<file path="config.mk">
export PLATFORM = sky130hd
export DESIGN_NAME = fetch_controller
export DESIGN_NICKNAME = d
export VERILOG_FILES = /design/src/rtl/fetch_pkg.sv /design/src/rtl/fetch_skid_fifo.sv /design/src/rtl/fetch_controller.sv
export SDC_FILE = /design/constraint.sdc
export NUM_CORES = 1
export LEC_CHECK = 0
export ABC_AREA = 1
export CAP_MARGIN = 20
export CORE_ASPECT_RATIO = 1.1
export CORE_MARGIN = 3
export CORE_UTILIZATION = 55
export DETAILED_ROUTE_END_ITERATION = 10
export PLACE_DENSITY = 0.82
export SYNTH_ARGS = -nofsm -noshare
export SYNTH_HDL_FRONTEND = slang
export SYNTH_SLANG_ARGS = --single-unit
</file>
<file path="constraint.sdc">
create_clock -name clk -period 15.8 [get_ports clk]
set_clock_uncertainty 0.1 [all_clocks]
set_input_delay 3.16 -clock clk [delete_from_list [all_inputs] [get_ports clk]]
set_output_delay 3.16 -clock clk [all_outputs]
set_load 0.005 [all_outputs]
</file>
<file path="src/rtl/fetch_pkg.sv">
// Shared constants for the instruction fetch front end: FSM encodings,
// instruction size and skid buffer geometry.
package fetch_pkg;

  localparam logic [1:0] FS_RUN   = 2'd0;
  localparam logic [1:0] FS_HALT  = 2'd1;
  localparam logic [1:0] FS_FAULT = 2'd2;

  localparam int INSTR_BYTES = 4;
  localparam int FIFO_DEPTH  = 2;
  localparam int CNT_W       = $clog2(FIFO_DEPTH + 1);

  function automatic logic word_aligned(input logic [1:0] lsb);
    return lsb == 2'b00;
  endfunction

endpackage

</file>
<file path="src/rtl/fetch_skid_fifo.sv">
// Small registered FIFO holding {pc, instr} pairs between the memory return
// path and decode. Flush wins over push and pop in the same cycle.
module fetch_skid_fifo
  import fetch_pkg::*;
#(
  parameter int WIDTH = 64
) (
  input  logic             clk,
  input  logic             reset,
  input  logic             push,
  input  logic             pop,
  input  logic             flush,
  input  logic [WIDTH-1:0] din,
  output logic [WIDTH-1:0] dout,
  output logic             full,
  output logic             empty,
  output logic [CNT_W-1:0] count
);

  localparam int PW = (FIFO_DEPTH > 1) ? $clog2(FIFO_DEPTH) : 1;
  localparam logic [PW-1:0]    PTR_LAST = PW'(FIFO_DEPTH - 1);
  localparam logic [CNT_W-1:0] CNT_FULL = CNT_W'(FIFO_DEPTH);

  logic [WIDTH-1:0] mem [FIFO_DEPTH];
  logic [PW-1:0]    wr_ptr, rd_ptr;
  logic [CNT_W-1:0] cnt;
  logic             do_push, do_pop;

  assign empty   = (cnt == '0);
  assign full    = (cnt == CNT_FULL);
  assign count   = cnt;
  assign dout    = mem[rd_ptr];
  assign do_pop  = pop && !empty;
  assign do_push = push && (!full || do_pop);

  always_ff @(posedge clk) begin
    if (reset) begin
      wr_ptr <= '0;
      rd_ptr <= '0;
      cnt    <= '0;
      for (int i = 0; i < FIFO_DEPTH; i++) mem[i] <= '0;
    end else if (flush) begin
      wr_ptr <= '0;
      rd_ptr <= '0;
      cnt    <= '0;
    end else begin
      if (do_push) begin
        mem[wr_ptr] <= din;
        wr_ptr      <= (wr_ptr == PTR_LAST) ? '0 : wr_ptr + 1'b1;
      end
      if (do_pop)
        rd_ptr <= (rd_ptr == PTR_LAST) ? '0 : rd_ptr + 1'b1;
      cnt <= cnt + CNT_W'(do_push) - CNT_W'(do_pop);
    end
  end

endmodule

</file>
<file path="src/rtl/fetch_controller.sv">
// Instruction fetch sequencer: owns the PC, issues one read per cycle into a
// 1-cycle memory and hands {pc, instr} to decode through a 2-entry skid FIFO.
module fetch_controller
  import fetch_pkg::*;
#(
  parameter int                DWIDTH   = 32,
  parameter int                MEMDEPTH = 1024,
  parameter logic [DWIDTH-1:0] RESET_PC = '0
) (
  input  logic              clk,
  input  logic              reset,
  output logic              imem_enable,
  output logic [DWIDTH-1:0] imem_address,
  input  logic [DWIDTH-1:0] imem_instruction,
  input  logic              redirect_valid,
  input  logic [DWIDTH-1:0] redirect_pc,
  input  logic              halt,
  output logic              instr_valid,
  input  logic              instr_ready,
  output logic [DWIDTH-1:0] instr_out,
  output logic [DWIDTH-1:0] instr_pc,
  output logic              fault
);

  localparam logic [DWIDTH:0]   PC_LIMIT = (DWIDTH + 1)'(INSTR_BYTES * MEMDEPTH);
  localparam logic [DWIDTH-1:0] PC_STEP  = DWIDTH'(INSTR_BYTES);

  logic [DWIDTH-1:0] pc, pc_nxt, pend_pc;
  logic              pending;
  logic [1:0]        state, state_nxt;
  logic              fault_q;

  logic              issue, flush, raise_fault, pop, room;
  logic              fifo_full, fifo_empty;
  logic [CNT_W-1:0]  fifo_count;
  logic [CNT_W:0]    inflight;
  logic [2*DWIDTH-1:0] fifo_dout;

  assign pop      = instr_valid && instr_ready;
  // Entries that will occupy the FIFO after this edge if nothing new is issued.
  assign inflight = {1'b0, fifo_count} + (CNT_W + 1)'(pending) - (CNT_W + 1)'(pop);
  assign room     = inflight < (CNT_W + 1)'(FIFO_DEPTH);

  always_comb begin
    issue       = 1'b0;
    flush       = 1'b0;
    raise_fault = 1'b0;
    pc_nxt      = pc;
    state_nxt   = state;
    case (state)
      FS_RUN, FS_HALT: begin
        if (redirect_valid) begin
          flush = 1'b1;
          if (word_aligned(redirect_pc[1:0])) pc_nxt = redirect_pc;
          else                                raise_fault = 1'b1;
          state_nxt = halt ? FS_HALT : FS_RUN;
        end else if (state == FS_HALT) begin
          state_nxt = halt ? FS_HALT : FS_RUN;
        end else if (halt) begin
          state_nxt = FS_HALT;
        end else if ({1'b0, pc} >= PC_LIMIT) begin
          // Also catches the pc adder wrapping past the top of memory.
          raise_fault = 1'b1;
        end else if (room) begin
          issue  = 1'b1;
          pc_nxt = pc + PC_STEP;
        end
      end
      default: flush = 1'b1;
    endcase
    if (raise_fault) begin
      flush     = 1'b1;
      state_nxt = FS_FAULT;
    end
  end

  always_ff @(posedge clk) begin
    if (reset) begin
      pc      <= RESET_PC;
      pend_pc <= '0;
      pending <= 1'b0;
      state   <= FS_RUN;
      fault_q <= 1'b0;
    end else begin
      pc      <= pc_nxt;
      state   <= state_nxt;
      pending <= issue;
      if (issue) pend_pc <= pc;
      if (raise_fault) fault_q <= 1'b1;
    end
  end

  fetch_skid_fifo #(.WIDTH(2 * DWIDTH)) u_fifo (
    .clk   (clk),
    .reset (reset),
    .push  (pending && (!fifo_full || pop)),
    .pop   (pop),
    .flush (flush),
    .din   ({pend_pc, imem_instruction}),
    .dout  (fifo_dout),
    .full  (fifo_full),
    .empty (fifo_empty),
    .count (fifo_count)
  );

  assign imem_enable  = issue && !reset;
  assign imem_address = pc;
  assign instr_valid  = !fifo_empty;
  assign instr_pc     = fifo_dout[2*DWIDTH-1:DWIDTH];
  assign instr_out    = fifo_dout[DWIDTH-1:0];
  assign fault        = fault_q;

endmodule

</file>
==> results.toml, run 1 <==
[worst_setup_path]
cp_data_required_time_ns = 12.54
cp.arrival_ns = 6.46
cp_max_fo = 46
critPathCaptureType = "output port"
critPathLaunchType = "input port"
worst-setup-path-type = "input port to output port"

[die]
start_util_pct = 57.0
core-area_um2 = 16600
core.rowCount = 49
fp.dieW_um = 131
die_h_um = 144
dieArea_um2 = 18800
pin_count = 168

[synthesis]
syn_nets = 1026
avgSynthCellArea_um2 = 9.96
ys_seq_area_share_pct = 56.0
syn_inst = 951
synth-seq-cells = 201
syn-cell-area_um2 = 9470
yosys_warnings = 0
synth.distinct_cells = 33

[route]
first_pass_iters = 5
postRouteAntennaNets = 0
drt-vias-per-instance = 5.23
route.detailed.drc = 0
drt_iter0_drc = 494
wire_per_inst_um = 15.6
wl_mm = 20.8
vias = 6971

[clocking]
ctsLongestPathBuffers = 3
cts_sinks = 201
ctsHoldBuffers = 0
cts_made_buffers = 20
worstSkewPairLatency_ns = 0.48
cts_setup_buffers = 0
cts_tree = "built"
cts_resized = 0
clk_pin_slew_ns = 0.06
root_buffer = "clkbuf_16"
cts_max_level = 1

[layout]
stdcell_area_um2 = 11900
antenna_cells = 0
final_layout_size_suffix_gt1_share_pct = 15.8
syn_to_final_growth_pct = 25.2
layout.nets = 1166

[timing]
setup_slack_ns = 6.08
worstMarginPinSlew_ns = 1.05
min_period_over_period_pct = 61.5
finalSetupTns_ns = 0
drv_slew = 0
relSlewSlack_pct = 30.0
fin_crit_ns = 9.72
finalSetupViolCount = 0
rsz0062_at_grt = "false"
finalHoldViolCount = 0
timing.fmax_ghz = 0.103

[place]
port_buffers = 167
hpwl_mm = 13.0
place.gp.congestion = 0.856
dpl_worst_slack_ns = 6.11
place_area_um2 = 11200

[global_route]
overflow = 0
grt_max_degree = 94
grt_pass1_wl_mm = 34.2
grt_usage_pct = 21.9
antenna_found_initial = 0
first_global_vias = 6924

[flow_run]
max_cap_violations = 0

[run_status]
status = "finished clean"

[power_and_ir_drop]
vdd_drop_max_mv = 0.0645
powerDensity_nw_per_um2 = 101
power.leakage_nw = 4.33

[hold_path]
hold_path.class = "flip-flop to flip-flop"
placed cells by master, fill, tap and decap left out, drive strengths merged, types with 37 or more instances in the layout:
cell           netlist  final
nor3               132    132
nor2                75     75
nand3               39     39
clkdlybuf4s50        0    167
o21ai               50     50
mux2                64     64
edfxtp             128    128
dfxtp               73     73
inv                127    127
nand2              142    142
a21oi               37     37
report_power, final:
group          total (mW)  internal [mW]  switching (mW)
logic               0.138         0.0619          0.0764
registers           0.597          0.580          0.0169
clock network       0.464          0.276           0.187
Yosys cell counts, drive strengths merged:
cell / number / area [um2]
a21oi: 37 / 185
buf: 48 / 294
clkbuf: 10 / 37.5
clkinv: 2 / 7.51
dfxtp: 73 / 1460
edfxtp: 128 / 3840
fa: 1 / 20.0
ha: 5 / 62.6
inv: 127 / 477
mux2: 64 / 721
nand2: 142 / 541
nand3: 39 / 200
nand3b: 1 / 7.51
nand4: 4 / 40.0
nor2: 75 / 292
nor3: 132 / 936
o21ai: 50 / 250
o21bai: 1 / 7.51
or2: 6 / 37.5
xnor2: 3 / 26.3
xor2: 3 / 26.3
critical path, cell delays in order:
cell and delay [ns]:
clkdlybuf4s50_1 0.93, inv_1 0.97, nand4_1 0.17, or2_1 0.23
buf_4 0.28, nor2_1 0.17, clkdlybuf4s50_1 0.53
metrics by stage:
stage	utilization [%]	std cells	hold WS (ns)	power (mW)
2_1_floorplan	-	951	0.333	0.685
3_3_place_gp	67.4	1297	0.342	0.742
3_5_place_dp	67.4	1297	0.346	0.745
4_1_cts	71.2	1333	0.356	1.21
5_1_grt	71.4	1334	0.377	1.24
6_report	71.4	1334	0.355	1.20
final timing paths:
kind	from	end	slack, ns	cells after the start
max	redirect_valid	imem_enable	6.08	7
min reg2reg	pend_pc[27]	pend_pc[27]	0.35	2
max reg2reg	imem_address[14]	u_fifo.mem[1][17]	12.00	8
min	pend_pc[27]	pend_pc[27]	0.35	2
layer usage:
layer  share of wire, %  GRT usage, %  up-vias
met1                 42          28.1     3254
met2                 50          39.4      237
met3                6.0          3.64       26
li1                   -             -     3454
met4                1.5          5.36        0
met5                  0             0        -
layout make-up:
cell class                 count  area, um2
sequential                   201       5310
fill                        1212       4760
multi-input combinational    563       3380
timing repair buffer         176       1760
clock buffer                  28        552
inverter                     129        484
tap                          229        287
clock inverter                 8       87.6
flip-flops by register name, indices dropped and copies added (netlist names), named ones only:
| name | flops |
|---|---|
| u_fifo.mem | 128 |
| imem_address | 32 |
| pend_pc | 32 |
| state | 2 |
| u_fifo.count | 2 |
| fault | 1 |
| pending | 1 |
| u_fifo.rd_ptr | 1 |
| u_fifo.wr_ptr | 1 |
kinds of logic (layout without fill, tap and decap cells):
group	after synthesis	after routing	share of synthesized area, %
compound gates	88	88	4.68
simple gates	399	399	21.7
mux	64	64	7.61
fa+ha+maj	6	6	0.872
buf+inv	187	341	8.61
flops	201	201	56.0
xor+xnor	6	6	0.555
No activity file was read; power rests on OpenSTA's default activity.
==> inputs of run 2 (changes only) <==
--- a/config.mk
+++ b/config.mk
@@ -9,9 +9,9 @@
 export CAP_MARGIN = 20
 export CORE_ASPECT_RATIO = 1.1
 export CORE_MARGIN = 3
-export CORE_UTILIZATION = 55
+export CORE_UTILIZATION = 53
 export DETAILED_ROUTE_END_ITERATION = 10
-export PLACE_DENSITY = 0.82
+export PLACE_DENSITY = 0.79
 export SYNTH_ARGS = -nofsm -noshare
 export SYNTH_HDL_FRONTEND = slang
 export SYNTH_SLANG_ARGS = --single-unit
==> constraint.sdc (replaced) <==
create_clock -name clk -period 9.4 [get_ports clk]
set_clock_uncertainty 0.1 [all_clocks]
set_input_delay 1.88 -clock clk [delete_from_list [all_inputs] [get_ports clk]]
set_output_delay 1.88 -clock clk [all_outputs]
set_load 0.005 [all_outputs]
==> run 2 against run 1 <==
  * Sequential share of layout area fell by 0.099 points
  * Clock power rose by 74%
  * Largest power group unchanged
  * Clock-buffer cell count rose by 4
  * Total power rose by 70%
  * Non-clock buffer count did not move
==> results.toml, run 2 (same netlist as run 1, synthesis figures left out) <==
[worst_setup_path]
r2r-end = "u_fifo.mem[1][36]"
critPathLaunchType = "input port"
crit_chain = "clkdlybuf4s50_1 > inv_1 > nand4_1 > or2_1 > buf_4 > nor2_1 > clkdlybuf4s50_1"
cp_slowest_stage_delay_ns = 0.99
worst_r2r_startpoint = "imem_address[14]"
cp.arrival_ns = 5.21
crit_top_cell = "clkdlybuf4s50_1"
rrSetupSlack_ns = 5.88
cp_max_fo = 46
slowest_stage = "inv_1"
cp_top_family = "buffers and inverters"
worst-setup-path-type = "input port to output port"
critPathCaptureType = "output port"
reg2regPathDepth = 9
cp_data_required_time_ns = 7.42
critPathBufInv = 4

[timing]
finalSetupViolCount = 0
timing.fmax_ghz = 0.139
fin_crit_ns = 7.19
relSlewSlack_pct = 26.4
worstMarginPinSlew_ns = 1.10
drv_slew = 0
min_period_over_period_pct = 76.5
finalHoldViolCount = 0
hold_ws_ns = 0.354
finalSetupTns_ns = 0
rsz0062_at_grt = "false"

[clocking]
cts_sinks = 201
worstSkewPairLatency_ns = 0.49
ctsHoldBuffers = 0
cts_tree = "built"
cts_made_buffers = 21
root_buffer = "clkbuf_16"
clk_pin_slew_ns = 0.06
cts_max_level = 1
cts_setup_buffers = 0
cts_resized = 0
ctsLongestPathBuffers = 3

[global_route]
antenna_found_initial = 0
overflow = 0
grt_max_degree = 73
grt_pass1_wl_mm = 34.3
grt_usage_pct = 21.1
first_global_vias = 6930

[power_and_ir_drop]
power.total_mw = 2.04
swShare_pct = 23.7
power.leakage_nw = 4.34
power.switching_mw = 0.484
seqPwrFrac_pct = 49.1
vdd_drop_max_mv = 0.114
powerDensity_nw_per_um2 = 172
p_int_mw = 1.56
p_comb_share_pct = 11.3
clkPwrFrac_pct = 39.6

[hold_path]
hold_end = "pend_pc[20]"
min_from = "pend_pc[20]"
worstHoldPathCells = 2
hold_path.class = "flip-flop to flip-flop"

[die]
dieArea_um2 = 19500
core-area_um2 = 17300
die_h_um = 146
core.rowCount = 50
start_util_pct = 54.9
fp.dieW_um = 133
pin_count = 168

[place]
port_buffers = 167
place.gp.congestion = 0.839
hpwl_mm = 12.8
dp.cells = 1303

[layout]
layout.nets = 1167
mostFrequentLayoutCells = "clkdlybuf4s50_1, nand2_1, edfxtp_1, inv_1, nor3_1"
final_core_util_pct = 68.8
syn_to_final_growth_pct = 25.5
fillers = 1342
final_layout_size_suffix_gt1_share_pct = 16.3
layout.cells.most_common = "clkdlybuf4s50_1"
final_cells = 1341
antenna_cells = 0
largest_reg_flops = 128
regMostFlops = "u_fifo.mem"

[flow_run]
max_cap_violations = 0

[route]
wire_per_inst_um = 15.5
drt-vias-per-instance = 5.21
route.detailed.drc = 0
vias = 6987
wl_mm = 20.8
drt_iter0_drc = 368
postRouteAntennaNets = 0
first_pass_iters = 5

[run_status]
status = "finished clean"
## run 2: area by class of cell
| class | count | area, um2 | share of cell area (%) |
|---|---|---|---|
| clock inverter | 6 | 61.3 | 0.516 |
| tap | 234 | 293 | 2.46 |
| clock buffer | 32 | 618 | 5.20 |
| timing repair buffer | 176 | 1740 | 14.6 |
| inverter | 129 | 484 | 4.07 |
| multi-input combinational | 563 | 3380 | 28.5 |
| sequential | 201 | 5310 | 44.6 |
## run 2: power groups by stage
stage               logic (mW)  registers [mW]  clock network [mW]
floorplan                0.133            1.02                   0
global placement         0.228            1.02                   0
detailed placement       0.231            1.02                   0
CTS                      0.233            1.00               0.823
global route             0.256            1.01               0.861
finish                   0.231            1.00               0.809
## run 2: worst register-to-register path: cells and delay by family (launching register included)
family,cells,cell delay (ns)
AND/OR/NAND/NOR,5,0.69
flip-flops,1,0.37
AO/OA/AOI/OAI,1,0.93
buffers and inverters,3,1.05
## run 2: routing by layer
metal / wire length, um / global-route usage (%)
met1: 8930 / 27.8
met4: 365 / 5.40
met5: 0 / 0
met3: 1330 / 3.82
met2: 10100 / 36.2
## run 2: how the worst max path moves through the flow
stage,slack (ns),start,end,cells after the start
after floorplan,1.70,reset,u_fifo.mem[0][0],5
after global placement,2.27,redirect_valid,imem_enable,7
after detailed placement,2.23,redirect_valid,imem_enable,7
after CTS,2.25,redirect_valid,imem_enable,7
after global routing,1.95,redirect_valid,imem_enable,7
final,2.21,redirect_valid,imem_enable,7
## run 2: stage by stage
stage / setup WS [ns] / area (um2)
floorplan: 1.70 / 9470
global placement: 2.27 / 11200
detailed placement: 2.23 / 11200
CTS: 2.25 / 11900
global route: 1.95 / 11900
finish: 2.21 / 11900
==> inputs of run 3 (changes only) <==
==> constraint.sdc (replaced) <==
create_clock -name clk -period 7.4 [get_ports clk]
set_clock_uncertainty 0.1 [all_clocks]
set_input_delay 1.48 -clock clk [delete_from_list [all_inputs] [get_ports clk]]
set_output_delay 1.48 -clock clk [all_outputs]
set_load 0.005 [all_outputs]
==> run 3 against run 2 <==
  * Total power increased by 29%
  * First-iteration DRC count is 14% higher
  * Critical path depth is 6 higher
  * Sequential power increased by 28%
  * Register-to-register slack got worse by 1.7 ns
  * Global-route usage down 0.063 points
  * Hold slack improved by 0.00077 ns
  * Wire length is 2.1% higher
  * Utilization rose by 0.30 points
  * Final area grew 0.44%
  * Critical endpoint unchanged
  * Largest power group unchanged
==> results.toml, run 3 (same netlist as run 1, synthesis figures left out) <==
[global_route]
grt_usage_pct = 21.0
overflow = 0
first_global_vias = 6810
antenna_found_initial = 0
grt_max_degree = 70
grt_pass1_wl_mm = 34.0

[clocking]
clk_pin_slew_ns = 0.06
cts_max_level = 1
worstSkewPairLatency_ns = 0.48
cts_setup_buffers = 0
cts_made_buffers = 20
cts_sinks = 201
ctsHoldBuffers = 0
root_buffer = "clkbuf_16"
cts_resized = 0
cts_tree = "built"
ctsLongestPathBuffers = 3

[timing]
drv_slew = 0
finalSetupTns_ns = 0
min_period_over_period_pct = 78.8
relSlewSlack_pct = 33.6
finalSetupViolCount = 0
rsz0062_at_grt = "false"
finalHoldViolCount = 0
timing.fmax_ghz = 0.171
worstMarginPinSlew_ns = 0.993
fin_crit_ns = 5.83

[worst_setup_path]
slowest_stage = "clkdlybuf4s50_1"
cp.arrival_ns = 4.25
reg2regPathDepth = 17
cp_slowest_stage_delay_ns = 0.55
critPathLaunchType = "input port"
cp_data_required_time_ns = 5.82
cp_top_family = "buffers and inverters"
cp_max_fo = 4
worst-setup-path-type = "input port to output port"
critPathCaptureType = "output port"
crit_chain = "clkdlybuf4s50_1 > nand2_2 > inv_1 > ha_1 > inv_1 > nand2_1 > fa_1 > o21ai_0 > nor2_1 > nand4_1 > or2_1 > nor2_1 > clkdlybuf4s50_1"
cp.depth = 13
critPathBufInv = 4

[run_status]
status = "finished clean"

[die]
fp.dieW_um = 133
pin_count = 168
dieArea_um2 = 19500
die_h_um = 146
core.rowCount = 50
start_util_pct = 54.9
core-area_um2 = 17300

[route]
vias = 6956
route.detailed.drc = 0
drt-vias-per-instance = 5.19
drt_iter0_drc = 419
postRouteAntennaNets = 0
wl_mm = 21.2
first_pass_iters = 4
wire_per_inst_um = 15.8

[power_and_ir_drop]
powerDensity_nw_per_um2 = 220
power.leakage_nw = 4.37
vdd_drop_max_mv = 0.157
power.total_mw = 2.63

[layout]
multi_input_area_um2 = 3380
layout.nets = 1167
layout.cells.most_common = "clkdlybuf4s50_1"
stdcell_area_um2 = 11900
seqCellArea_um2 = 5310
antenna_cells = 0
fillers = 1338
largest_reg_flops = 128
mostFrequentLayoutCells = "clkdlybuf4s50_1, nand2_1, edfxtp_1, inv_1, nor3_1"
final_layout_size_suffix_gt1_share_pct = 16.5
regMostFlops = "u_fifo.mem"
final_core_util_pct = 69.1
syn_to_final_growth_pct = 26.0

[place]
hpwl_mm = 12.9
place_area_um2 = 11200
port_buffers = 167
place.gp.congestion = 0.837

[flow_run]
max_cap_violations = 0

[hold_path]
hold_path.class = "flip-flop to flip-flop"
worstHoldPathCells = 2
-- run 3: final cells by class --
cell class / instances / share of cell area (%)
Timing Repair Buffer: 177 / 14.8
Clock inverter: 8 / 0.818
Inverter: 129 / 4.06
Sequential cell: 201 / 44.5
Multi-Input combinational cell: 563 / 28.3
Tap cell: 234 / 2.45
Clock buffer: 28 / 5.08
-- run 3: worst reg2reg max path: cells and delay by family, from the launching register on --
family | cells | cell delay, ns
buffers and inverters | 3 | 0.23
adders and majority gates | 2 | 0.69
and+or+nand+nor | 11 | 1.54
DFF | 1 | 0.45
AOI/OAI and AO/OA | 1 | 0.08
-- run 3: path summary, 6_finish.rpt --
check	start	endpoint	slack, ns
max	instr_ready	imem_enable	1.57
max reg2reg	u_fifo.count[1]	imem_address[27]	4.19
min	pend_pc[15]	pend_pc[15]	0.35
min reg2reg	pend_pc[15]	pend_pc[15]	0.35
-- run 3: per-stage QoR --
step	setup slack [ns]	hold slack, ns	std cells
after floorplan	0.0998	0.333	951
after global placement	1.64	0.343	1303
after CTS	1.58	0.356	1339
after detailed placement	1.60	0.346	1303
final	1.57	0.355	1340
after global routing	1.39	0.375	1340
-- run 3: per-layer routing --
metal,up-vias,GRT usage (%),part of all wire [%]
met1,3245,27.1,42
li1,3446,-,-
met2,233,36.7,49
met4,0,5.86,1.8
met3,32,3.62,6.5
met5,-,0,0
-- run 3: power breakdown --
part           internal [mW]  leakage [nW]  switching, mW
Clock                  0.646         0.348          0.414
Combinational          0.131          2.12          0.165
Sequential              1.24          1.90         0.0365
